<file path="src/rtl/mips_ctrl_pkg.sv">
// mips_ctrl_pkg: shared definitions for the multicycle MIPS controller.
//   - state_t   : controller state enumeration
//   - OP_*      : instruction opcodes (IR[31:26]) recognised by the controller
//   - ALUOP_*, PCSRC_*, SRCB_* : encodings of the 2-bit datapath selects
//   - ctl_t     : packed bundle of every datapath control output
//   - op_legal  : true for opcodes the controller implements
package mips_ctrl_pkg;

    typedef enum logic [3:0] {
        RST_IDLE,
        FETCH,
        DECODE,
        MEM_ADDR,
        MEM_RD,
        MEM_WB,
        MEM_WR,
        R_EXEC,
        R_WB,
        BRANCH,
        JUMP,
        ADDI_EX,
        ADDI_WB
    } state_t;

    localparam logic [5:0] OP_RTYPE = 6'b000000;
    localparam logic [5:0] OP_J     = 6'b000010;
    localparam logic [5:0] OP_BEQ   = 6'b000100;
    localparam logic [5:0] OP_ADDI  = 6'b001000;
    localparam logic [5:0] OP_LW    = 6'b100011;
    localparam logic [5:0] OP_SW    = 6'b101011;

    localparam logic [1:0] ALUOP_ADD   = 2'b00;
    localparam logic [1:0] ALUOP_SUB   = 2'b01;
    localparam logic [1:0] ALUOP_FUNCT = 2'b10;

    localparam logic [1:0] PCSRC_ALU    = 2'b00;
    localparam logic [1:0] PCSRC_ALUOUT = 2'b01;
    localparam logic [1:0] PCSRC_JUMP   = 2'b10;

    localparam logic [1:0] SRCB_B        = 2'b00;
    localparam logic [1:0] SRCB_FOUR     = 2'b01;
    localparam logic [1:0] SRCB_IMM      = 2'b10;
    localparam logic [1:0] SRCB_IMM_SHL2 = 2'b11;

    typedef struct packed {
        logic       pc_write;
        logic       pc_write_cond;
        logic       i_or_d;
        logic       mem_read;
        logic       mem_write;
        logic       mem_to_reg;
        logic       ir_write;
        logic       alu_src_a;
        logic       reg_write;
        logic       reg_dst;
        logic [1:0] pc_source;
        logic [1:0] alu_src_b;
        logic [1:0] alu_op;
        logic       instr_done;
    } ctl_t;

    function automatic logic op_legal(input logic [5:0] op);
        return (op == OP_LW) || (op == OP_SW) || (op == OP_RTYPE) ||
               (op == OP_BEQ) || (op == OP_J) || (op == OP_ADDI);
    endfunction

endpackage

</file>
<file path="src/rtl/mips_multicycle_ctrl_if.sv">
// mips_multicycle_ctrl_if: control bundle between the controller and datapath.
//   ctl       : all datapath control strobes/selects (ctl_t)
//   mem_ready : memory handshake, transfer completes in a cycle with it high
//   opcode    : IR[31:26]
// master = controller side (drives ctl), slave = datapath side.
interface mips_multicycle_ctrl_if;
    import mips_ctrl_pkg::*;

    ctl_t       ctl;
    logic       mem_ready;
    logic [5:0] opcode;

    modport master (output ctl, input mem_ready, input opcode);
    modport slave  (input ctl, output mem_ready, output opcode);
endinterface

</file>
<file path="src/rtl/mips_ctrl_decode.sv">
// mips_ctrl_decode: purely combinational state-to-control decoder.
//   state     : current controller state
//   mem_ready : memory handshake, only consulted in FETCH and MEM_WR
//   bus       : master modport, drives the control bundle
// Anything not set for a state stays 0 (including in RST_IDLE).
module mips_ctrl_decode
    import mips_ctrl_pkg::*;
(
    input  state_t                        state,
    input  logic                          mem_ready,
    mips_multicycle_ctrl_if.master        bus
);

    always_comb begin
        bus.ctl = '0;
        unique case (state)
            RST_IDLE: ;
            FETCH: begin
                bus.ctl.mem_read  = 1'b1;
                bus.ctl.alu_src_b = SRCB_FOUR;
                bus.ctl.alu_op    = ALUOP_ADD;
                bus.ctl.pc_source = PCSRC_ALU;
                // IR and PC update only on the cycle the fetch completes
                bus.ctl.ir_write  = mem_ready;
                bus.ctl.pc_write  = mem_ready;
            end
            DECODE: begin
                bus.ctl.alu_src_b = SRCB_IMM_SHL2;
                bus.ctl.alu_op    = ALUOP_ADD;
            end
            MEM_ADDR, ADDI_EX: begin
                bus.ctl.alu_src_a = 1'b1;
                bus.ctl.alu_src_b = SRCB_IMM;
                bus.ctl.alu_op    = ALUOP_ADD;
            end
            MEM_RD: begin
                bus.ctl.mem_read = 1'b1;
                bus.ctl.i_or_d   = 1'b1;
            end
            MEM_WB: begin
                bus.ctl.reg_write  = 1'b1;
                bus.ctl.mem_to_reg = 1'b1;
                bus.ctl.instr_done = 1'b1;
            end
            MEM_WR: begin
                bus.ctl.mem_write  = 1'b1;
                bus.ctl.i_or_d     = 1'b1;
                bus.ctl.instr_done = mem_ready;
            end
            R_EXEC: begin
                bus.ctl.alu_src_a = 1'b1;
                bus.ctl.alu_src_b = SRCB_B;
                bus.ctl.alu_op    = ALUOP_FUNCT;
            end
            R_WB: begin
                bus.ctl.reg_write  = 1'b1;
                bus.ctl.reg_dst    = 1'b1;
                bus.ctl.instr_done = 1'b1;
            end
            BRANCH: begin
                bus.ctl.alu_src_a     = 1'b1;
                bus.ctl.alu_src_b     = SRCB_B;
                bus.ctl.alu_op        = ALUOP_SUB;
                bus.ctl.pc_write_cond = 1'b1;
                bus.ctl.pc_source     = PCSRC_ALUOUT;
                bus.ctl.instr_done    = 1'b1;
            end
            JUMP: begin
                bus.ctl.pc_write   = 1'b1;
                bus.ctl.pc_source  = PCSRC_JUMP;
                bus.ctl.instr_done = 1'b1;
            end
            ADDI_WB: begin
                bus.ctl.reg_write  = 1'b1;
                bus.ctl.instr_done = 1'b1;
            end
            default: ;
        endcase
    end

endmodule

</file>
<file path="src/rtl/mips_multicycle_ctrl.sv">
// mips_multicycle_ctrl: multicycle MIPS main controller (lw, sw, R-type,
// beq, j, addi).
//   clk, rst_n      : clock, asynchronous active-low reset
//   Opcode          : IR[31:26]
//   MemReady        : memory handshake for FETCH, MEM_RD, MEM_WR
//   PCWrite..RegDst : datapath strobes/selects, decoded from the state register
//   PCSource, ALUSrcB, ALUOp : 2-bit datapath selects
//   InstrDone       : one-cycle retire pulse
//   IllegalOp       : sticky unimplemented-opcode flag, cleared only by reset
module mips_multicycle_ctrl
    import mips_ctrl_pkg::*;
(
    input  logic       clk,
    input  logic       rst_n,
    input  logic [5:0] Opcode,
    input  logic       MemReady,
    output logic       PCWrite,
    output logic       PCWriteCond,
    output logic       IorD,
    output logic       MemRead,
    output logic       MemWrite,
    output logic       MemtoReg,
    output logic       IRWrite,
    output logic       ALUSrcA,
    output logic       RegWrite,
    output logic       RegDst,
    output logic [1:0] PCSource,
    output logic [1:0] ALUSrcB,
    output logic [1:0] ALUOp,
    output logic       InstrDone,
    output logic       IllegalOp
);

    state_t state_q, state_d;
    logic   illegal_q, illegal_d;
    logic   run_q;

    mips_multicycle_ctrl_if bus ();

    assign bus.mem_ready = MemReady;
    assign bus.opcode    = Opcode;

    mips_ctrl_decode u_decode (
        .state     (state_q),
        .mem_ready (MemReady),
        .bus       (bus)
    );

    always_comb begin
        state_d   = state_q;
        illegal_d = illegal_q;
        unique case (state_q)
            // Held for one extra edge after rst_n rises (run_q), so the first
            // FETCH lands on the second rising edge after reset release.
            RST_IDLE: state_d = run_q ? FETCH : RST_IDLE;
            FETCH:    if (MemReady) state_d = DECODE;
            DECODE: begin
                unique case (Opcode)
                    OP_LW, OP_SW: state_d = MEM_ADDR;
                    OP_RTYPE:     state_d = R_EXEC;
                    OP_BEQ:       state_d = BRANCH;
                    OP_J:         state_d = JUMP;
                    OP_ADDI:      state_d = ADDI_EX;
                    default:      state_d = FETCH;
                endcase
                if (!op_legal(Opcode)) illegal_d = 1'b1;
            end
            MEM_ADDR: state_d = (Opcode == OP_SW) ? MEM_WR :
                                (Opcode == OP_LW) ? MEM_RD : FETCH;
            MEM_RD:   if (MemReady) state_d = MEM_WB;
            MEM_WB:   state_d = FETCH;
            MEM_WR:   if (MemReady) state_d = FETCH;
            R_EXEC:   state_d = R_WB;
            R_WB:     state_d = FETCH;
            BRANCH:   state_d = FETCH;
            JUMP:     state_d = FETCH;
            ADDI_EX:  state_d = ADDI_WB;
            ADDI_WB:  state_d = FETCH;
            default:  state_d = RST_IDLE;
        endcase
    end

    always_ff @(posedge clk or negedge rst_n) begin
        if (!rst_n) begin
            state_q   <= RST_IDLE;
            illegal_q <= 1'b0;
            run_q     <= 1'b0;
        end else begin
            state_q   <= state_d;
            illegal_q <= illegal_d;
            run_q     <= 1'b1;
        end
    end

    assign PCWrite     = bus.ctl.pc_write;
    assign PCWriteCond = bus.ctl.pc_write_cond;
    assign IorD        = bus.ctl.i_or_d;
    assign MemRead     = bus.ctl.mem_read;
    assign MemWrite    = bus.ctl.mem_write;
    assign MemtoReg    = bus.ctl.mem_to_reg;
    assign IRWrite     = bus.ctl.ir_write;
    assign ALUSrcA     = bus.ctl.alu_src_a;
    assign RegWrite    = bus.ctl.reg_write;
    assign RegDst      = bus.ctl.reg_dst;
    assign PCSource    = bus.ctl.pc_source;
    assign ALUSrcB     = bus.ctl.alu_src_b;
    assign ALUOp       = bus.ctl.alu_op;
    assign InstrDone   = bus.ctl.instr_done;
    assign IllegalOp   = illegal_q;

endmodule

</file>
<file path="config.mk">
export PLATFORM = sky130hd
export DESIGN_NAME = mips_multicycle_ctrl
export DESIGN_NICKNAME = d
export VERILOG_FILES = /design/src/rtl/mips_ctrl_pkg.sv /design/src/rtl/mips_multicycle_ctrl_if.sv /design/src/rtl/mips_ctrl_decode.sv /design/src/rtl/mips_multicycle_ctrl.sv
export SDC_FILE = /design/constraint.sdc
export NUM_CORES = 1
export LEC_CHECK = 0
export CELL_PAD_IN_SITES_DETAIL_PLACEMENT = 1
export CELL_PAD_IN_SITES_GLOBAL_PLACEMENT = 1
export CORE_UTILIZATION = 31
export CTS_CLUSTER_SIZE = 30
export DETAILED_ROUTE_END_ITERATION = 10
export HOLD_SLACK_MARGIN = 0.15
export PLACE_DENSITY_LB_ADDON = 0.08
export SYNTH_ARGS = -nofsm -noshare
export SYNTH_HDL_FRONTEND = slang
export SYNTH_HIERARCHICAL = 1
export SYNTH_SLANG_ARGS = --single-unit
</file>
<file path="constraint.sdc">
create_clock -name clk -period 2.2 [get_ports clk]
set_input_delay 0.55 -clock clk [delete_from_list [all_inputs] [get_ports clk]]
set_output_delay 0.55 -clock clk [all_outputs]
set_load 0.05 [all_outputs]
</file>
==> Yosys cells after proc, flatten, opt, wreduce, memory -nomap -nowiden <==
Index checks and enable logic that the tools add are counted.
{ "word_totals": {"regBits": 6, "elab_cells": 61, "inputBits": 9, "output_inout_bits": 18} }
{ "op_classes": {"n_eq_ne": 20, "reduce_logical": 16, "bitwise_logic": 1, "n_mux": 21} }
{ "ops": {"columns": ["op", "count"], "rows": [
  ["one-hot mux 4 bit (5 select lines)", 2],
  ["one-hot mux 4 bit (9 select lines)", 1],
  ["equality test 4 bit (second input constant)", 5],
  ["equality test 4 x 3 -> 1 bit (second input constant)", 4],
  ["equality test 6 bit (second input constant)", 2],
  ["2-to-1 mux 4 bit", 3],
  ["2-to-1 mux 1 bit", 10],
  ["equality test 4 x 2 -> 1 bit (second input constant)", 2],
  ["OR reduction 2 bit", 4],
  ["equality test 6 x 2 -> 1 bit (second input constant)", 1],
  ["equality test 6 x 3 -> 1 bit (second input constant)", 1],
  ["equality test 6 x 4 -> 1 bit (second input constant)", 1],
  ["zero test 6 bit", 1],
  ["2-to-1 mux 3 bit", 2],
  ["inequality test 2 bit (second input constant)", 3],
  ["logical OR 1 bit", 5],
  ["OR reduction 5 bit", 1],
  ["equality test 4 x 1 -> 1 bit (second input constant)", 1],
  ["zero test 4 bit", 1],
  ["one-hot mux 1 bit (2 select lines)", 2],
  ["one-hot mux 2 bit (2 select lines)", 1],
  ["OR reduction 4 bit", 1],
  ["AND reduction 3 bit", 1],
  ["OR reduction 3 bit", 1],
  ["2 further kinds", 2]
]} }

==> Longest topological paths before layout <==
Gate-level depths: netlist of the first run.
{ "depth": {"ltp_word": 8, "mapped_depth": 5, "mapped_depth_nobuf": 4} }

==> By module <==
The synthesis of the first run kept the hierarchy.
{ "modules_own_cells": {"columns": ["mod", "seq_area_each_um2", "cells_per_inst", "area_per_inst_um2", "n_inst"], "rows": [
  ["mips_multicycle_ctrl", 150.1, 56, 447.9, 1],
  ["mips_ctrl_decode", 0.0, 38, 230.2, 1]
]} }

==> Worst setup path after synthesis of the first run <==
No wires, ideal clock.
{ "synth_timing": {"path_type": "register to output", "start": "register state_q[3]", "end": "output ALUSrcB[1]", "arrival_time_ps": 1802, "setup_slack_ps": -152, "path_buffers": 1, "path_stages_with_launch": 4, "required_time_ps": 1650, "path_cell_list": "dfrtp_1 buf_4 nor2b_1 nor3b_1"} }
{ "synth_via": {"elab_chain_cells": 3, "word_cells_on_any_way": 8, "cone_classes": "eq/ne: 6; mux: 1; reduce/logical: 1"} }
{ "synth_rtl": {"columns": ["element", "line_no", "text"], "rows": [
  ["from (decl)", "mips_multicycle_ctrl.sv:34", "state_t state_q, state_d;"],
  ["from (signal assigned)", "mips_multicycle_ctrl.sv:89", "state_q <= state_d;"],
  ["equality test 4 x 2 -> 1 bit / equality test 4 bit (equally long branches)", "mips_ctrl_decode.sv:16", "unique case (state)"],
  ["OR reduction 2 bit", null, null],
  ["one-hot mux 4 bit (5 select lines) (*)", "mips_ctrl_decode.sv:16", null],
  ["to (decl)", "mips_multicycle_ctrl.sv:28", "output logic [1:0] ALUSrcB,"]
]} }
Mark *: on every way between the ends. The rest lies on a longest branch, timed or not.

==> Worst setup path in the final report of the first run <==
{ "layout_timing": {"start": "register state_q[1]", "end": "output InstrDone"} }
{ "layout_via": {"elab_chain_cells": 3, "word_cells_on_any_way": 8, "cone_classes": "eq/ne: 6; mux: 1; reduce/logical: 1"} }
{ "layout_rtl": {"columns": ["element", "line_no", "text"], "rows": [
  ["equality test 4 bit / equality test 4 x 3 -> 1 bit (equally long branches)", "mips_ctrl_decode.sv:16", null],
  ["OR reduction 5 bit (no source line)", null, null],
  ["one-hot mux 1 bit (2 select lines) (*)", "mips_ctrl_decode.sv:16", null],
  ["to (decl)", "mips_multicycle_ctrl.sv:30", "output logic InstrDone,"]
]} }
Marked as above.

==> metrics, run 1 <==
RSZ-0062 raised after global routing no; TritonCTS Buffers 3; worst r2r path cells 5; min cycle time layout 2140 ps; drt first pass iters 4; R2R setup slack 480 ps; Slew Viols, Final 0; Die ar. 2380 µm²; die width 48.8 µm; final setup fails 0; htree depth 1; Post-synth top cells nor2_1 (16), o21ai_0 (8), dfrtp_1 (6), nand2_1 (6), nand2b_1 (5); non-filler cells, final 151; Iter 0 DRT Violations 12; sequential area share after synthesis 22.1%; post-synth top area share 22.1%; post-synth top area cell dfrtp_1; largest cells by area after synthesis dfrtp_1 (22%), nor2_1 (8.9%), o21ai_0 (5.9%); Routed WL 2180 µm; cell area after synthesis 678 µm²; Crit. End Element output port; CP Cell Sequence buf_4 > and2b_1 > a21boi_1 > o21ai_1 > buf_12; share of cells above drive strength 1 32.3%; IO Count 27; routability congestion estimate 0.856; asr flop ratio synth 100%; first-pass GRT wire length 3810 µm; placed wire-length estimate 1790 µm; clock latency on the worst-skew pair 240 ps; Synth Warn # 6; Crit path largest cell delay 500 ps; Std-Cell Rows 16; reg2reg end state_q[1]; Yosys cell types 41; FMAX 468 MHz; WL/cell 14.4 µm; clock skew 9.39 ps; global-route usage over all layers 19.9%; initial core utilization 33.9%; post-route ant nets 0; dpl cells 148; Max IR drop VDD 0.693 mV; Hold EP IllegalOp; cell count of the worst hold path 1; synthesized instance count 94; Reg clk slew, reported paths 50 ps; Final Cycle Share 97.2%; final hold violation count 0; critical path class flop to output port; Floorplan Core Area 2000 µm²; critical path arrival 1590 ps; IO Port Bufs 26; clk buf depth 2; vias in the first global route 873; Lkg Pwr 0.468 nW; Seq cells post-synth 6; Worst path slowest cell dfrtp_1; routed vias/inst 5.26; ant diodes 0; status finished clean; HP Start IllegalOp; Critical Path Start Type flop; area delta synth->final 77.7%; setup_tns 0 ps; number of synthesized flops with an enable pin 0; Vias 794; net count after synthesis 103; HP Class flop to flop; clock sinks 6; reg-to-reg startpoint state_q[2]; DRC Markers 0; count leader, synth nor2_1; PD cells 1010 nW/µm²; Post-Syn Area per Cell 7.21 µm²; fillers 256; grt total ovfl 0; CP Max Fanout 8; Die Ht 48.8 µm; CTS tree yes; Net count, final 135; initial antenna violation count 0; Main synth FF type dfrtp_1; CP required 1650 ps; Max Cap Viol 0; Root Buffer clkbuf_4; # hold bufs at CTS 0; largest net degree at the start of global routing 12
[kinds of logic (layout without fill, tap and decap cells)]
family          Yosys count  in the layout  share of synthesized area [%]
buf+inv                  10             40                           9.22
compound gates           30             30                           30.3
xor+xnor                  2              2                           2.58
flops                     6              6                           22.1
simple gates             45             45                           35.2
other cells               1              1                          0.553
[critical path: cells and delay by family (launching register included)]
family          cells  cell delay, ps
compound gates      2             300
buf+inv             2             400
simple gates        1             160
flops               1             500
[sequential cells by signal, indices dropped and copies added (netlist names)]
| signal | cells |
|---|---|
| run_q | 1 |
| IllegalOp | 1 |
| state_q | 4 |
[power breakdown]
group	switching, mW	internal, mW
Sequential	0.0537	0.134
Combinational	0.510	0.423
Clock	0.0376	0.0616
[metal layers]
| layer | routed length [µm] | GRT usage [%] |
|---|---|---|
| met5 | 0 | 0 |
| met2 | 1140 | 38.0 |
| met1 | 958 | 23.6 |
| met4 | 14 | 1.96 |
| met3 | 65 | 3.74 |
[worst max-delay path by stage]
stage,start,end,slack (ps),depth (start not counted)
floorplan,state_q[1],InstrDone,150,3
global placement,Opcode[0],state_q[1],110,5
detailed placement,Opcode[0],state_q[1],60,5
CTS,state_q[1],InstrDone,40,4
global route,state_q[1],InstrDone,2,4
finish,state_q[1],InstrDone,60,5
[per-stage QoR]
step	power (mW)	hold slack [ps]	utilization, %	area (µm²)	setup slack, ps
after detailed placement	1.12	465	59.0	1180	64.9
after global routing	1.29	498	60.2	1200	1.59
after CTS	1.23	476	60.1	1200	39.8
after global placement	1.10	454	59.0	1180	105
final	1.22	472	60.2	1200	61.9
after floorplan	0.733	254	-	701	155
[timing repair]
| action | 4_1_cts | 5_1_grt |
|---|---|---|
| setup endpoints to repair | 0 | 1 |
| gates resized for setup | 0 | 1 |
| setup buffers | 0 | 0 |
[layout by cell type (no fill, tap or decap), types with 2 or more instances in the layout]
| cell type | instances |
|---|---|
| nand2b_1 | 5 |
| dfrtp_1 | 5 |
| clkdlybuf4s50_1 | 9 |
| nor3_1 | 2 |
| buf_4 | 10 |
| nor2_1 | 15 |
| a21boi_1 | 2 |
| nand2_1 | 6 |
| a31oi_1 | 2 |
| buf_12 | 17 |
| clkbuf_4 | 3 |
| nor3_2 | 2 |
| o21ai_0 | 8 |
| nor2b_1 | 3 |
| a21oi_1 | 4 |
| o2111ai_1 | 2 |
| nand3_1 | 2 |
[area by class of cell]
type | count | area [µm²] | share of cell area [%]
repair buffers | 36 | 505 | 42.0
flip-flops and latches | 6 | 151 | 12.6
inverters | 1 | 3.75 | 0.312
multi-input cells | 78 | 488 | 40.5
well taps | 27 | 33.8 | 2.80
clock buffers | 3 | 22.5 | 1.87
No activity file was read; power rests on OpenSTA's default activity.
==> inputs of run 2 (changes only) <==
Settings changed: MAX_ROUTING_LAYER set to met4.
==> run 2 against run 1 <==
Flip-flop and latch count did not move. Count of clock-buffer cells in the layout did not move. Cell area did not move. Highest routed layer unchanged.
==> metrics, run 2 (same netlist as run 1, synthesis figures left out) <==
FMAX 467 MHz (was 468 MHz); Lkg Pwr 0.468 nW (unchanged); IO Count 27 (unchanged); vias in the first global route 874 (was 873); Post-CTS Setup Bufs 0 (unchanged); PD cells 1010 nW/µm² (about the same); RSZ-0062 raised after global routing no (unchanged); Root Buffer clkbuf_4 (unchanged); routability congestion estimate 0.870 (was 0.856); CP Max Fanout 8 (unchanged); fillers 256 (unchanged); share of cells above drive strength 1 32.3% (unchanged); TritonCTS Buffers 3 (unchanged); final instance area 1200 µm² (unchanged); post-route ant nets 0 (unchanged); HP Class flop to flop (unchanged); Iter 0 DRT Violations 12 (unchanged); status finished clean (unchanged); CTS tree yes (unchanged); clock latency on the worst-skew pair 240 ps (about the same); clock sinks 6 (unchanged); placed wire-length estimate 1790 µm (unchanged); htree depth 1 (unchanged); CP required 1650 ps (about the same); clk buf depth 2 (unchanged); drt first pass iters 4 (unchanged); DRC Markers 0 (unchanged); Vias 797 (was 794); Floorplan Core Area 2000 µm² (unchanged); Die ar. 2380 µm² (unchanged); WL/cell 14.5 µm (was 14.4 µm); Crit. End Element output port (unchanged); dpl cells 148 (unchanged); most frequent cells in the layout buf_12 (17), nor2_1 (15), buf_4 (10), clkdlybuf4s50_1 (9), o21ai_0 (8) (unchanged); initial core utilization 33.9% (unchanged); min cycle time layout 2140 ps (about the same); Net count, final 135 (unchanged); largest net degree at the start of global routing 12 (unchanged); FF/Latch Area 151 µm² (unchanged); Setup WS pre-CTS 64.9 ps (unchanged); Pwr Total 1.22 mW (about the same); DP Area 1180 µm² (unchanged); Die Ht 48.8 µm (unchanged); critical path class flop to output port (unchanged); Max Cap Viol 0 (unchanged); post-route core utilization 60.2% (unchanged); first-pass GRT wire length 3810 µm (unchanged); ant diodes 0 (unchanged); commonest non-fill, non-tap cell in the layout buf_12 (unchanged); Final Cycle Share 97.3% (was 97.2%); # hold bufs at CTS 0 (unchanged); Reg clk slew, reported paths 50 ps (about the same); setup_tns 0 ps (unchanged); Max IR drop VDD 0.693 mV (about the same); Slew Viols, Final 0 (unchanged); Worst Setup Slack, final 59.5 ps (was 61.9 ps); grt total ovfl 0 (unchanged); hold slack 472 ps (unchanged); final setup fails 0 (unchanged); IO Port Bufs 26 (unchanged); die width 48.8 µm (unchanged); initial antenna violation count 0 (unchanged); critical path arrival 1590 ps (about the same); global-route usage over all layers 20.5% (was 19.9%); clock skew 9.39 ps (unchanged); final hold violation count 0 (unchanged); Routed WL 2200 µm (was 2180 µm); R2R setup slack 490 ps (was 480 ps); Multi-input gate area 488 µm² (unchanged); Top reg by flops state_q (unchanged); area delta synth->final 77.7% (unchanged); routed vias/inst 5.28 (was 5.26); non-filler cells, final 151 (unchanged); max FFs per register 4 (unchanged); Std-Cell Rows 16 (unchanged); Critical Path Start Type flop (unchanged)
-- run 2: worst max-delay path: stages (launching register included) --
cell and delay (ps):
dfrtp_1 500, buf_4 220, and2b_1 160, a21boi_1 70, o21ai_1 230, buf_12 180
-- run 2: final timing paths --
path / startpoint / end / cells after the start
setup / recovery: state_q[1] / InstrDone / 5
max in group asynchronous: rst_n / state_q[0] / 1
setup reg to reg: state_q[2] / state_q[1] / 5
hold / removal: IllegalOp / IllegalOp / 1
hold reg to reg: IllegalOp / IllegalOp / 1
min in group asynchronous: rst_n / state_q[2] / 1
-- run 2: where the power goes --
part	leakage (nW)	switching [mW]	internal, mW
logic	0.382	0.510	0.423
registers	0.0717	0.0539	0.134
clock network	0.0138	0.0376	0.0616
total	0.468	0.602	0.619
-- run 2: final cells by class --
cell class | count | share of cell area, %
Tap cell | 27 | 2.80
Multi-Input combinational cell | 78 | 40.5
Sequential cell | 6 | 12.6
Timing Repair Buffer | 36 | 42.0
Clock buffer | 3 | 1.87
Inverter | 1 | 0.312
-- run 2: repair_timing --
action                                  CTS  global route
endpoints found under the setup margin    0             1
hold endpoints to repair                  0             0
gates resized for setup                   0             1
-- run 2: per-layer routing --
layer / up-vias / GRT usage, % / wire length [µm]
li1: 398 / - / -
met1: 377 / 23.6 / 958
met2: 20 / 38.0 / 1150
met3: 2 / 3.74 / 76
met4: 0 / 1.96 / 14
met5: - / - / 0
